## src/rtl/uart_pkg.sv

```systemverilog
// Purpose: shared UART definitions (rates, frame format, FSM encoding) used by the receiver and transmitter.
// Latency: n/a (constants, types and pure functions only).
// Backpressure: n/a.
package uart_pkg;

    // Default line configuration
    localparam int unsigned DEF_BASE_FREQ = 50_000_000;
    localparam int unsigned DEF_BAUD_RATE = 115_200;

    // Frame format: 1 start, 8 data LSB first, 1 parity, 1 stop
    localparam int unsigned DATA_BITS   = 8;
    localparam bit          PARITY_EVEN = 1'b1;

    typedef enum logic [2:0] {
        ST_IDLE,
        ST_START,
        ST_DATA,
        ST_PARITY,
        ST_STOP,
        ST_WAIT_HIGH
    } uart_state_e;

    // Clocks per bit, truncating division
    function automatic int unsigned calc_cpb(input int unsigned base_freq,
                                             input int unsigned baud_rate);
        return base_freq / baud_rate;
    endfunction

    // Clocks to mid-bit, used to centre the start-bit sample
    function automatic int unsigned calc_half(input int unsigned base_freq,
                                              input int unsigned baud_rate);
        return calc_cpb(base_freq, baud_rate) / 2;
    endfunction

    // Counter width able to hold cpb-1
    function automatic int unsigned cnt_width(input int unsigned cpb);
        return (cpb > 1) ? $clog2(cpb) : 1;
    endfunction

    // Parity bit the transmitter places after the data byte
    function automatic logic calc_parity(input logic [DATA_BITS-1:0] d);
        return PARITY_EVEN ? (^d) : ~(^d);
    endfunction

endpackage

```

## src/rtl/uart_rx_if.sv

```systemverilog
// Purpose: receiver bus bundle; master = receiver (consumes serial_in, drives byte/flags), slave = consumer.
// Latency: n/a (wiring only).
// Backpressure: none; data_valid is a fire-and-forget one-cycle pulse.
interface uart_rx_if;
    import uart_pkg::*;

    logic                 serial_in;   // asynchronous line, idle high
    logic [DATA_BITS-1:0] data_out;    // last received byte
    logic                 data_valid;  // one-cycle frame-complete pulse
    logic                 parity_err;  // parity mismatch on last frame
    logic                 frame_err;   // stop bit low on last frame
    logic                 busy;        // receiver FSM not idle

    modport master (
        input  serial_in,
        output data_out, data_valid, parity_err, frame_err, busy
    );

    modport slave (
        output serial_in,
        input  data_out, data_valid, parity_err, frame_err, busy
    );
endinterface

```

## src/rtl/sync_2ff.sv

```systemverilog
// Purpose: 1-bit two-flop synchronizer; ports clk, rst (sync, active-high), d_i (async in), q_o (synced out).
// Latency: 2 clk cycles from d_i to q_o.
// Backpressure: none.
module sync_2ff #(
    parameter bit RST_VAL = 1'b0
) (
    input  logic clk,
    input  logic rst,
    input  logic d_i,
    output logic q_o
);
    logic meta_q;
    logic sync_q;

    always_ff @(posedge clk) begin
        if (rst) begin
            meta_q <= RST_VAL;
            sync_q <= RST_VAL;
        end else begin
            meta_q <= d_i;
            sync_q <= meta_q;
        end
    end

    assign q_o = sync_q;
endmodule

```

## src/rtl/uart_rx.sv

```systemverilog
// Purpose: UART receiver (8E1); ports clk, rst (sync, active-high), bus (uart_rx_if.master: serial_in in; data_out/data_valid/parity_err/frame_err/busy out).
// Latency: data_valid pulses 3 + HALF + 10*CPB clocks after serial_in falls (2 sync + 1 detect + sampling).
// Backpressure: none; the consumer must take data_out on the data_valid pulse, flags hold until the next pulse.
module uart_rx
    import uart_pkg::*;
#(
    parameter int unsigned BASE_FREQ = DEF_BASE_FREQ,
    parameter int unsigned BAUD_RATE = DEF_BAUD_RATE
) (
    input  logic       clk,
    input  logic       rst,
    uart_rx_if.master  bus
);
    localparam int unsigned CPB   = calc_cpb(BASE_FREQ, BAUD_RATE);
    localparam int unsigned HALF  = calc_half(BASE_FREQ, BAUD_RATE);
    localparam int unsigned CNT_W = cnt_width(CPB);

    localparam logic [CNT_W-1:0] CPB_M1  = CNT_W'(CPB - 1);
    localparam logic [CNT_W-1:0] HALF_M1 = CNT_W'(HALF - 1);
    localparam logic [2:0]       LAST_IDX = 3'(DATA_BITS - 1);

    logic line;

    // Idle-high reset value so leaving reset never looks like a start bit
    sync_2ff #(
        .RST_VAL (1'b1)
    ) u_sync (
        .clk (clk),
        .rst (rst),
        .d_i (bus.serial_in),
        .q_o (line)
    );

    uart_state_e          state_q,   state_d;
    logic [CNT_W-1:0]     cnt_q,     cnt_d;
    logic [2:0]           idx_q,     idx_d;
    logic [DATA_BITS-1:0] shift_q,   shift_d;
    logic                 par_mis_q, par_mis_d;
    logic                 frame_done;

    logic [DATA_BITS-1:0] data_out_q;
    logic                 data_valid_q;
    logic                 parity_err_q;
    logic                 frame_err_q;

    always_ff @(posedge clk) begin
        if (rst) begin
            state_q   <= ST_IDLE;
            cnt_q     <= '0;
            idx_q     <= '0;
            shift_q   <= '0;
            par_mis_q <= 1'b0;
        end else begin
            state_q   <= state_d;
            cnt_q     <= cnt_d;
            idx_q     <= idx_d;
            shift_q   <= shift_d;
            par_mis_q <= par_mis_d;
        end
    end

    always_comb begin
        state_d    = state_q;
        cnt_d      = cnt_q;
        idx_d      = idx_q;
        shift_d    = shift_q;
        par_mis_d  = par_mis_q;
        frame_done = 1'b0;

        unique case (state_q)
            ST_IDLE: begin
                cnt_d = '0;
                if (!line) begin
                    state_d = ST_START;
                end
            end

            ST_START: begin
                if (cnt_q == HALF_M1) begin
                    cnt_d = '0;
                    // A start bit that is gone by mid-bit was a glitch
                    if (!line) begin
                        state_d = ST_DATA;
                        idx_d   = '0;
                    end else begin
                        state_d = ST_IDLE;
                    end
                end else begin
                    cnt_d = cnt_q + 1'b1;
                end
            end

            ST_DATA: begin
                if (cnt_q == CPB_M1) begin
                    cnt_d          = '0;
                    shift_d[idx_q] = line;
                    if (idx_q == LAST_IDX) begin
                        state_d = ST_PARITY;
                    end else begin
                        idx_d = idx_q + 1'b1;
                    end
                end else begin
                    cnt_d = cnt_q + 1'b1;
                end
            end

            ST_PARITY: begin
                if (cnt_q == CPB_M1) begin
                    cnt_d     = '0;
                    par_mis_d = (line != calc_parity(shift_q));
                    state_d   = ST_STOP;
                end else begin
                    cnt_d = cnt_q + 1'b1;
                end
            end

            ST_STOP: begin
                if (cnt_q == CPB_M1) begin
                    cnt_d      = '0;
                    frame_done = 1'b1;
                    // Low stop bit: wait out the break so it cannot start a new frame
                    state_d    = line ? ST_IDLE : ST_WAIT_HIGH;
                end else begin
                    cnt_d = cnt_q + 1'b1;
                end
            end

            ST_WAIT_HIGH: begin
                cnt_d = '0;
                if (line) begin
                    state_d = ST_IDLE;
                end
            end

            default: begin
                state_d = ST_IDLE;
                cnt_d   = '0;
                idx_d   = '0;
            end
        endcase
    end

    // Byte and both flags commit together on the stop sample, visible the following cycle
    always_ff @(posedge clk) begin
        if (rst) begin
            data_out_q   <= '0;
            data_valid_q <= 1'b0;
            parity_err_q <= 1'b0;
            frame_err_q  <= 1'b0;
        end else begin
            data_valid_q <= frame_done;
            if (frame_done) begin
                data_out_q   <= shift_q;
                parity_err_q <= par_mis_q;
                frame_err_q  <= ~line;
            end
        end
    end

    assign bus.data_out   = data_out_q;
    assign bus.data_valid = data_valid_q;
    assign bus.parity_err = parity_err_q;
    assign bus.frame_err  = frame_err_q;
    assign bus.busy       = (state_q != ST_IDLE);
endmodule

```

## src/flat_wrapper.sv

```systemverilog
// flat-port wrapper written by rule: the top's interface ports become plain ports
module uart_rx_flat import uart_pkg::*;
#(
    parameter int unsigned BASE_FREQ = DEF_BASE_FREQ,
    parameter int unsigned BAUD_RATE = DEF_BAUD_RATE
)
  (clk, rst, bus_serial_in, bus_data_out, bus_data_valid, bus_parity_err, bus_frame_err, bus_busy);
  uart_rx_if bus_i ();
  input  logic clk;
  input  logic rst;
  input wire logic [$bits(bus_i.serial_in)-1:0] bus_serial_in;
  output wire logic [$bits(bus_i.data_out)-1:0] bus_data_out;
  output wire logic [$bits(bus_i.data_valid)-1:0] bus_data_valid;
  output wire logic [$bits(bus_i.parity_err)-1:0] bus_parity_err;
  output wire logic [$bits(bus_i.frame_err)-1:0] bus_frame_err;
  output wire logic [$bits(bus_i.busy)-1:0] bus_busy;
  assign bus_i.serial_in = bus_serial_in;
  assign bus_data_out = bus_i.data_out;
  assign bus_data_valid = bus_i.data_valid;
  assign bus_parity_err = bus_i.parity_err;
  assign bus_frame_err = bus_i.frame_err;
  assign bus_busy = bus_i.busy;
  uart_rx #(.BASE_FREQ(BASE_FREQ), .BAUD_RATE(BAUD_RATE)) u_core (.clk(clk), .rst(rst), .bus(bus_i));
endmodule
```

## config.mk

```make
export PLATFORM = sky130hd
export DESIGN_NAME = uart_rx_flat
export DESIGN_NICKNAME = d
export VERILOG_FILES = /design/src/rtl/uart_pkg.sv /design/src/rtl/uart_rx_if.sv /design/src/rtl/sync_2ff.sv /design/src/rtl/uart_rx.sv /design/src/flat_wrapper.sv
export SDC_FILE = /design/constraint.sdc
export NUM_CORES = 1
export LEC_CHECK = 0
export ABC_AREA = 0
export CORE_UTILIZATION = 39
export DETAILED_ROUTE_END_ITERATION = 7
export PLACE_DENSITY = 0.69
export SLEW_MARGIN = 10
export SYNTH_ARGS = -nofsm -noshare
export SYNTH_HDL_FRONTEND = slang
export SYNTH_HIERARCHICAL = 1
export SYNTH_SLANG_ARGS = --single-unit
```

## constraint.sdc

```tcl
create_clock -name clk -period 1.7 [get_ports clk]
set_clock_uncertainty 0.05 [all_clocks]
set_input_delay 0.34 -clock clk [delete_from_list [all_inputs] [get_ports clk]]
set_output_delay 0.34 -clock clk [all_outputs]
set_load 0.05 [all_outputs]
```

==> impl_metrics.py, run 1 <==
metrics = {
    "sta": {
        "tightest_slew_ns": 0.3312,
        "setup_tns_ns": -0.03706,
        "drv_slew": 0,
        "hold_slack_ns": 0.3533,
        "timing.fmax_ghz": 0.5783,
        "finalCriticalPeriod_ns": 1.729,
        "finalCritPeriodShare_pct": 101.7,
        "slew_headroom_pct": 77.91,
        "setup-violations-final": 2,
        "hold_viol": 0,
        "setup_ws_ns": -0.02909,
        "rsz0062_at_grt": "true",
    },
    "floorplanning": {
        "core_sq_um": 4444,
        "num_rows": 24,
        "dieHeight_microns": 70.61,
        "die_w_microns": 70.61,
        "die_area_sq_um": 4985,
        "start_util_pct": 41.30,
        "io-pin-count": 15,
    },
    "yosys": {
        "syn_inst": 196,
        "yosys_warnings": 6,
        "synth_top_area_share_pct": 40.35,
        "yosysSeqAreaShare_pct": 40.35,
        "synthFlopType": "dfxtp_1",
        "syn_avg_cell_area_sq_um": 9.365,
        "synthArstFlopShare_pct": 0,
        "syn_nets": 204,
        "synth_edf_count": 0,
        "synth_seq_cells": 37,
        "synthDistinctLibCells": 50,
        "synth_area_leaders": "dfxtp_1 (40%), mux2i_1 (4.9%), xnor2_1 (4.8%)",
        "netlist_area_sq_um": 1836,
        "yosys.area.top_type": "dfxtp_1",
    },
    "routing": {
        "drt_first_pass_iters": 6,
        "route.detailed.drc": 6,
        "vias": 1572,
        "wl_per_cell_microns": 13.75,
        "postRouteWirelength_microns": 4015,
        "avgViaCountPerCell": 5.384,
        "drt_iter0_markers": 122,
        "ant_nets": 0,
    },
    "grt": {
        "antenna_found_initial": 0,
        "grt_usage_pct": 17.85,
        "grt-ovfl-total": 0,
        "first_global_vias": 1531,
        "grt_first_pass_wirelength_microns": 6893,
        "grt_max_degree": 18,
    },
    "place": {
        "dpl.hpwl_microns": 2922,
        "gp_congestion": 0.8617,
        "place_ws_ns": -0.07349,
        "dpl_cell_area_sq_um": 2217,
        "dp_cells": 283,
        "portBuffers": 14,
    },
    "clocking": {
        "cts-htree-levels": 2,
        "cts-buffers-inserted": 5,
        "cts_sinks": 37,
        "insertion_delay_ns": 0.30,
        "cts_tree": "yes",
        "path_clk_slew_ns": 0.08,
        "clock-root-buffer": "clkbuf_8",
        "clockBufferDepth": 2,
    },
    "run_status": {
        "violations": "design-rule violations, negative setup slack",
        "outcome": "finished with violations",
    },
    "worst_hold_path": {
        "min_path_type": "reg -> reg",
    },
    "run": {
        "max_cap_viol_count": 0,
    },
    "power_and_ir_drop": {
        "peakVddDrop_mv": 0.6206,
        "clock_power_share_pct": 46.5,
        "leakage_nw": 0.9602,
        "p_sw_share_pct": 20.94,
        "power_frac_seq_pct": 50.2,
        "finalPower_mw": 1.732,
        "combPwrFrac_pct": 3.3,
        "p_switching_mw": 0.3625,
        "powerDensity_nw_per_um2": 713.0,
        "internal-power_mw": 1.369,
    },
    "layout": {
        "finish.instance_area_sq_um": 2429,
        "drive_above_1_share_pct": 31.25,
        "finalCoreUtilization_pct": 54.65,
        "syn2layout_area_growth_pct": 32.31,
        "stdcell_count": 292,
        "diodes": 0,
        "finalNetCount": 247,
        "fillers": 426,
    },
    "critical_path": {
        "crit_arrival_ns": 1.34,
        "timing_worst_setup_path_type": "reg -> out",
        "cp-start-kind": "register",
        "slowest_stage": "or3_4",
        "cp-end-kind": "primary output",
        "critPathMaxFanout": 4,
        "crit_buf_inv": 2,
        "cp.required_ns": 1.31,
        "critPathTopFamily": "simple AND/OR/NAND/NOR gates",
        "slowest_delay_ns": 0.41,
        "crit_chain": "buf_6 > or3_4 > buf_12",
    },
}
==> cells by family (layout without fill, tap and decap cells) <==
logic type | count (synthesis) | in the layout | share of synthesized area (%)
xor gates and xnor gates | 13 | 13 | 6.953
and+or+nand+nor | 78 | 78 | 25.77
adders and majority gates | 5 | 5 | 3.408
DFF | 37 | 37 | 40.35
AOI/OAI and AO/OA | 39 | 39 | 14.79
muxes | 9 | 9 | 4.908
buffers and inverters | 15 | 59 | 3.817
==> synthesized netlist by cell type, types with 2 or more instances <==
library cell  instances
and4bb_2              2
clkbuf_1              6
and4b_1               2
nor3_1                2
nand2b_1              4
nor2_1               23
inv_1                 5
xor2_1                2
xnor2_1              10
nor2b_1               3
a21oi_1              15
nand3_1              12
ha_1                  5
nand4_1               8
buf_2                 2
nand2_1               4
mux2i_1               9
dfxtp_1              37
o21ai_0              10
o31ai_1               3
or3_1                 2
or2_1                 2
==> worst paths after layout <==
path	startpoint	to	slack [ns]	cells past startpoint
hold / removal	u_core/u_sync/meta_q	u_core/u_sync/q_o	0.35	1
setup / recovery	u_core/state_q[0]	bus_busy	-0.03	3
setup reg to reg	u_core/state_q[2]	u_core/shift_q[3]	-0.01	6
hold reg to reg	u_core/u_sync/meta_q	u_core/u_sync/q_o	0.35	1
==> area by class of cell <==
cell class              instances  area (sq um)  share of cell area [%]
flip-flops and latches         37         752.0                   30.96
well taps                      52         65.06                   2.679
inverters                       5         23.77                  0.9789
repair buffers                 46         386.6                   15.92
multi-input cells             144          1081                   44.51
clock inverters                 2         37.54                   1.546
clock buffers                   6         82.58                   3.400
==> metal layers <==
layer | share of wire (%) | global-route usage [%]
met3 | 3.4 | 4.416
met1 | 45 | 21.22
met5 | 0 | 0
met4 | 2.7 | 8.667
met2 | 49 | 30.31
==> power by group through the flow <==
stage          registers, mW  logic [mW]  clock network (mW)
3_5_place_dp           0.893      0.0540                   0
2_1_floorplan          0.891      0.0304                   0
3_3_place_gp           0.892      0.0535                   0
5_1_grt                0.870      0.0617               0.854
6_report               0.869      0.0569               0.805
4_1_cts                0.871      0.0568               0.823
==> flip-flops by register name, indices dropped and copies added (netlist names), 3 cells and up <==
register,flops
u_core/cnt_q,9
u_core/bus.data_out,8
u_core/shift_q,8
u_core/idx_q,3
u_core/state_q,3
==> layout by cell type, fill, tap and decap left out, drive strengths merged, types with 3 or more instances in the layout <==
cell / n
nand2b: 4
inv: 5
or2: 3
nand2: 4
nor2b: 3
o31ai: 4
o21ai: 10
mux2i: 9
nand4: 8
nand3: 12
xnor2: 10
clkbuf: 6
buf: 44
dfxtp: 37
a21oi: 15
ha: 5
nor2: 23
==> worst register-to-register path: cells and delay by family, from the launching register on <==
kind	cells	cell delay (ns)
buffers and inverters	2	0.33
AO/OA/AOI/OAI	1	0.16
AND/OR/NAND/NOR	3	0.72
flip-flops	1	0.38
==> repair_timing <==
item / CTS / global route
endpoints found under the setup margin: 14 / 19
hold buffers: 0 / 0
gates resized for setup: 21 / 4
setup buffers: 1 / 0
pin swaps: 7 / 4
Power figures use the tool's default switching activity.
==> run 2, diff against run 1 <==
- CORE_MARGIN: not set -> 2
==> run 2 against run 1 <==
- utilization rose by 0.70 points
- worst hold slack worse by 0.0014 ns
- maximum frequency fell by 1.4%
- flip-flop and latch count unchanged
- critical path type is now reg -> reg
- the flow finishes with violations (negative setup slack)
- largest power group unchanged
- register-to-register slack got worse by 0.04 ns
- total power decreased by 3.9%
- first-iteration DRC count fell by 33%
==> impl_metrics.py, run 2 (synthesis results as in run 1) <==
metrics = {
    "grt": {
        "antenna_found_initial": 0,
        "grt_usage_pct": 16.71,
        "first_global_vias": 1524,
        "grt_max_degree": 28,
        "grt_first_pass_wirelength_microns": 6906,
        "grt-ovfl-total": 0,
    },
    "clocking": {
        "holdBufCountCts": 0,
        "clockBufferDepth": 2,
        "clock-root-buffer": "clkbuf_8",
        "cts_sinks": 37,
        "insertion_delay_ns": 0.29,
        "cts-buffers-inserted": 5,
        "cts-htree-levels": 2,
        "cts_tree": "yes",
        "path_clk_slew_ns": 0.07,
    },
    "run_status": {
        "violations": "negative setup slack",
        "outcome": "finished with violations",
    },
    "critical_path": {
        "timing_worst_setup_path_type": "reg -> reg",
        "cp-end-kind": "register",
        "cp-start-kind": "register",
        "critPathMaxFanout": 4,
        "cp.required_ns": 1.83,
        "crit_arrival_ns": 1.88,
        "worstRegToRegCells": 5,
    },
    "layout": {
        "syn2layout_area_growth_pct": 34.02,
        "finalCoreUtilization_pct": 55.35,
        "final_common_cell": "buf_4",
        "final_cell_mix": "buf_4 (44), dfxtp_1 (32), nor2_1 (23)",
        "top_register": "u_core/cnt_q",
        "finish.instance_area_sq_um": 2460,
        "drive_above_1_share_pct": 33.06,
        "finalNetCount": 253,
        "diodes": 0,
        "largest_reg_flops": 9,
    },
    "routing": {
        "wl_per_cell_microns": 13.71,
        "ant_nets": 0,
        "drt_first_pass_iters": 4,
        "route.detailed.drc": 0,
        "avgViaCountPerCell": 5.246,
        "vias": 1558,
        "postRouteWirelength_microns": 4071,
        "drt_iter0_markers": 82,
    },
    "sta": {
        "setup_ws_ns": -0.05341,
        "tightest_slew_ns": 0.3359,
        "setup-violations-final": 5,
        "drv_slew": 0,
        "timing.fmax_ghz": 0.5703,
        "finalCritPeriodShare_pct": 103.1,
        "hold_viol": 0,
        "finalCriticalPeriod_ns": 1.753,
        "rsz0062_at_grt": "true",
        "slew_headroom_pct": 77.37,
    },
    "place": {
        "gp_congestion": 0.8480,
        "portBuffers": 14,
        "dpl_cell_area_sq_um": 2195,
        "dpl.hpwl_microns": 2796,
    },
    "floorplanning": {
        "num_rows": 24,
        "core_sq_um": 4444,
        "io-pin-count": 15,
        "dieHeight_microns": 72.61,
        "die_area_sq_um": 5271,
        "start_util_pct": 41.30,
        "die_w_microns": 72.61,
    },
    "power_and_ir_drop": {
        "peakVddDrop_mv": 0.4975,
        "leakage_nw": 0.9792,
        "powerDensity_nw_per_um2": 676.4,
    },
    "worst_hold_path": {
        "min_path_type": "reg -> reg",
        "holdPathStages": 1,
    },
    "run": {
        "max_cap_viol_count": 0,
    },
}
[run 2: stage by stage]
step	setup WS [ns]	power (mW)	hold WS (ns)	setup TNS (ns)	std cells
2_1_floorplan	0.01932	0.9216	0.3332	0	196
3_3_place_gp	0.01155	0.9433	0.3421	0	280
3_5_place_dp	-0.04175	0.9434	0.3385	-0.1280	280
4_1_cts	-0.04174	1.675	0.3551	-0.04174	296
5_1_grt	-0.1123	1.724	0.3650	-1.472	297
6_report	-0.05341	1.664	0.3519	-0.2056	297
[run 2: power breakdown]
group          internal (mW)  switching, mW  leakage (nW)
Combinational         0.0246         0.0312         0.624
Clock                  0.426          0.311        0.0540
Sequential             0.868        0.00340         0.301
[run 2: layout make-up]
cell class / count / area (sq um)
fill: 410 / 1984
inverter: 5 / 18.77
sequential: 37 / 749.5
clock buffer: 5 / 68.82
multi-input combinational: 144 / 1087
tap: 52 / 65.06
timing repair buffer: 52 / 435.4
clock inverter: 2 / 35.03
[run 2: final timing paths]
path,start,end,slack (ns)
worst min-delay path,u_core/u_sync/meta_q,u_core/u_sync/q_o,0.35
worst max register to register,u_core/state_q[1],u_core/shift_q[0],-0.05
worst max-delay path,u_core/state_q[1],u_core/shift_q[0],-0.05
worst min register to register,u_core/u_sync/meta_q,u_core/u_sync/q_o,0.35
[run 2: repair_timing]
action	in CTS	in global routing
endpoints found under the setup margin	7	25
buffers inserted	9	1
pin swaps	3	7
gates resized for setup	11	16
[run 2: worst max-delay path: stages (launching register included)]
cell and delay (ns):
dfxtp_2 0.34, buf_6 0.09, or3b_4 0.37, or4_4 0.53
o31ai_4 0.20, a21oi_2 0.07
[run 2: metal layers]
layer  share of wire, %  track usage, %
met1                 47           21.27
met2                 48           27.27
met3                3.6           3.729
met4                1.8           6.996
met5                  0               0
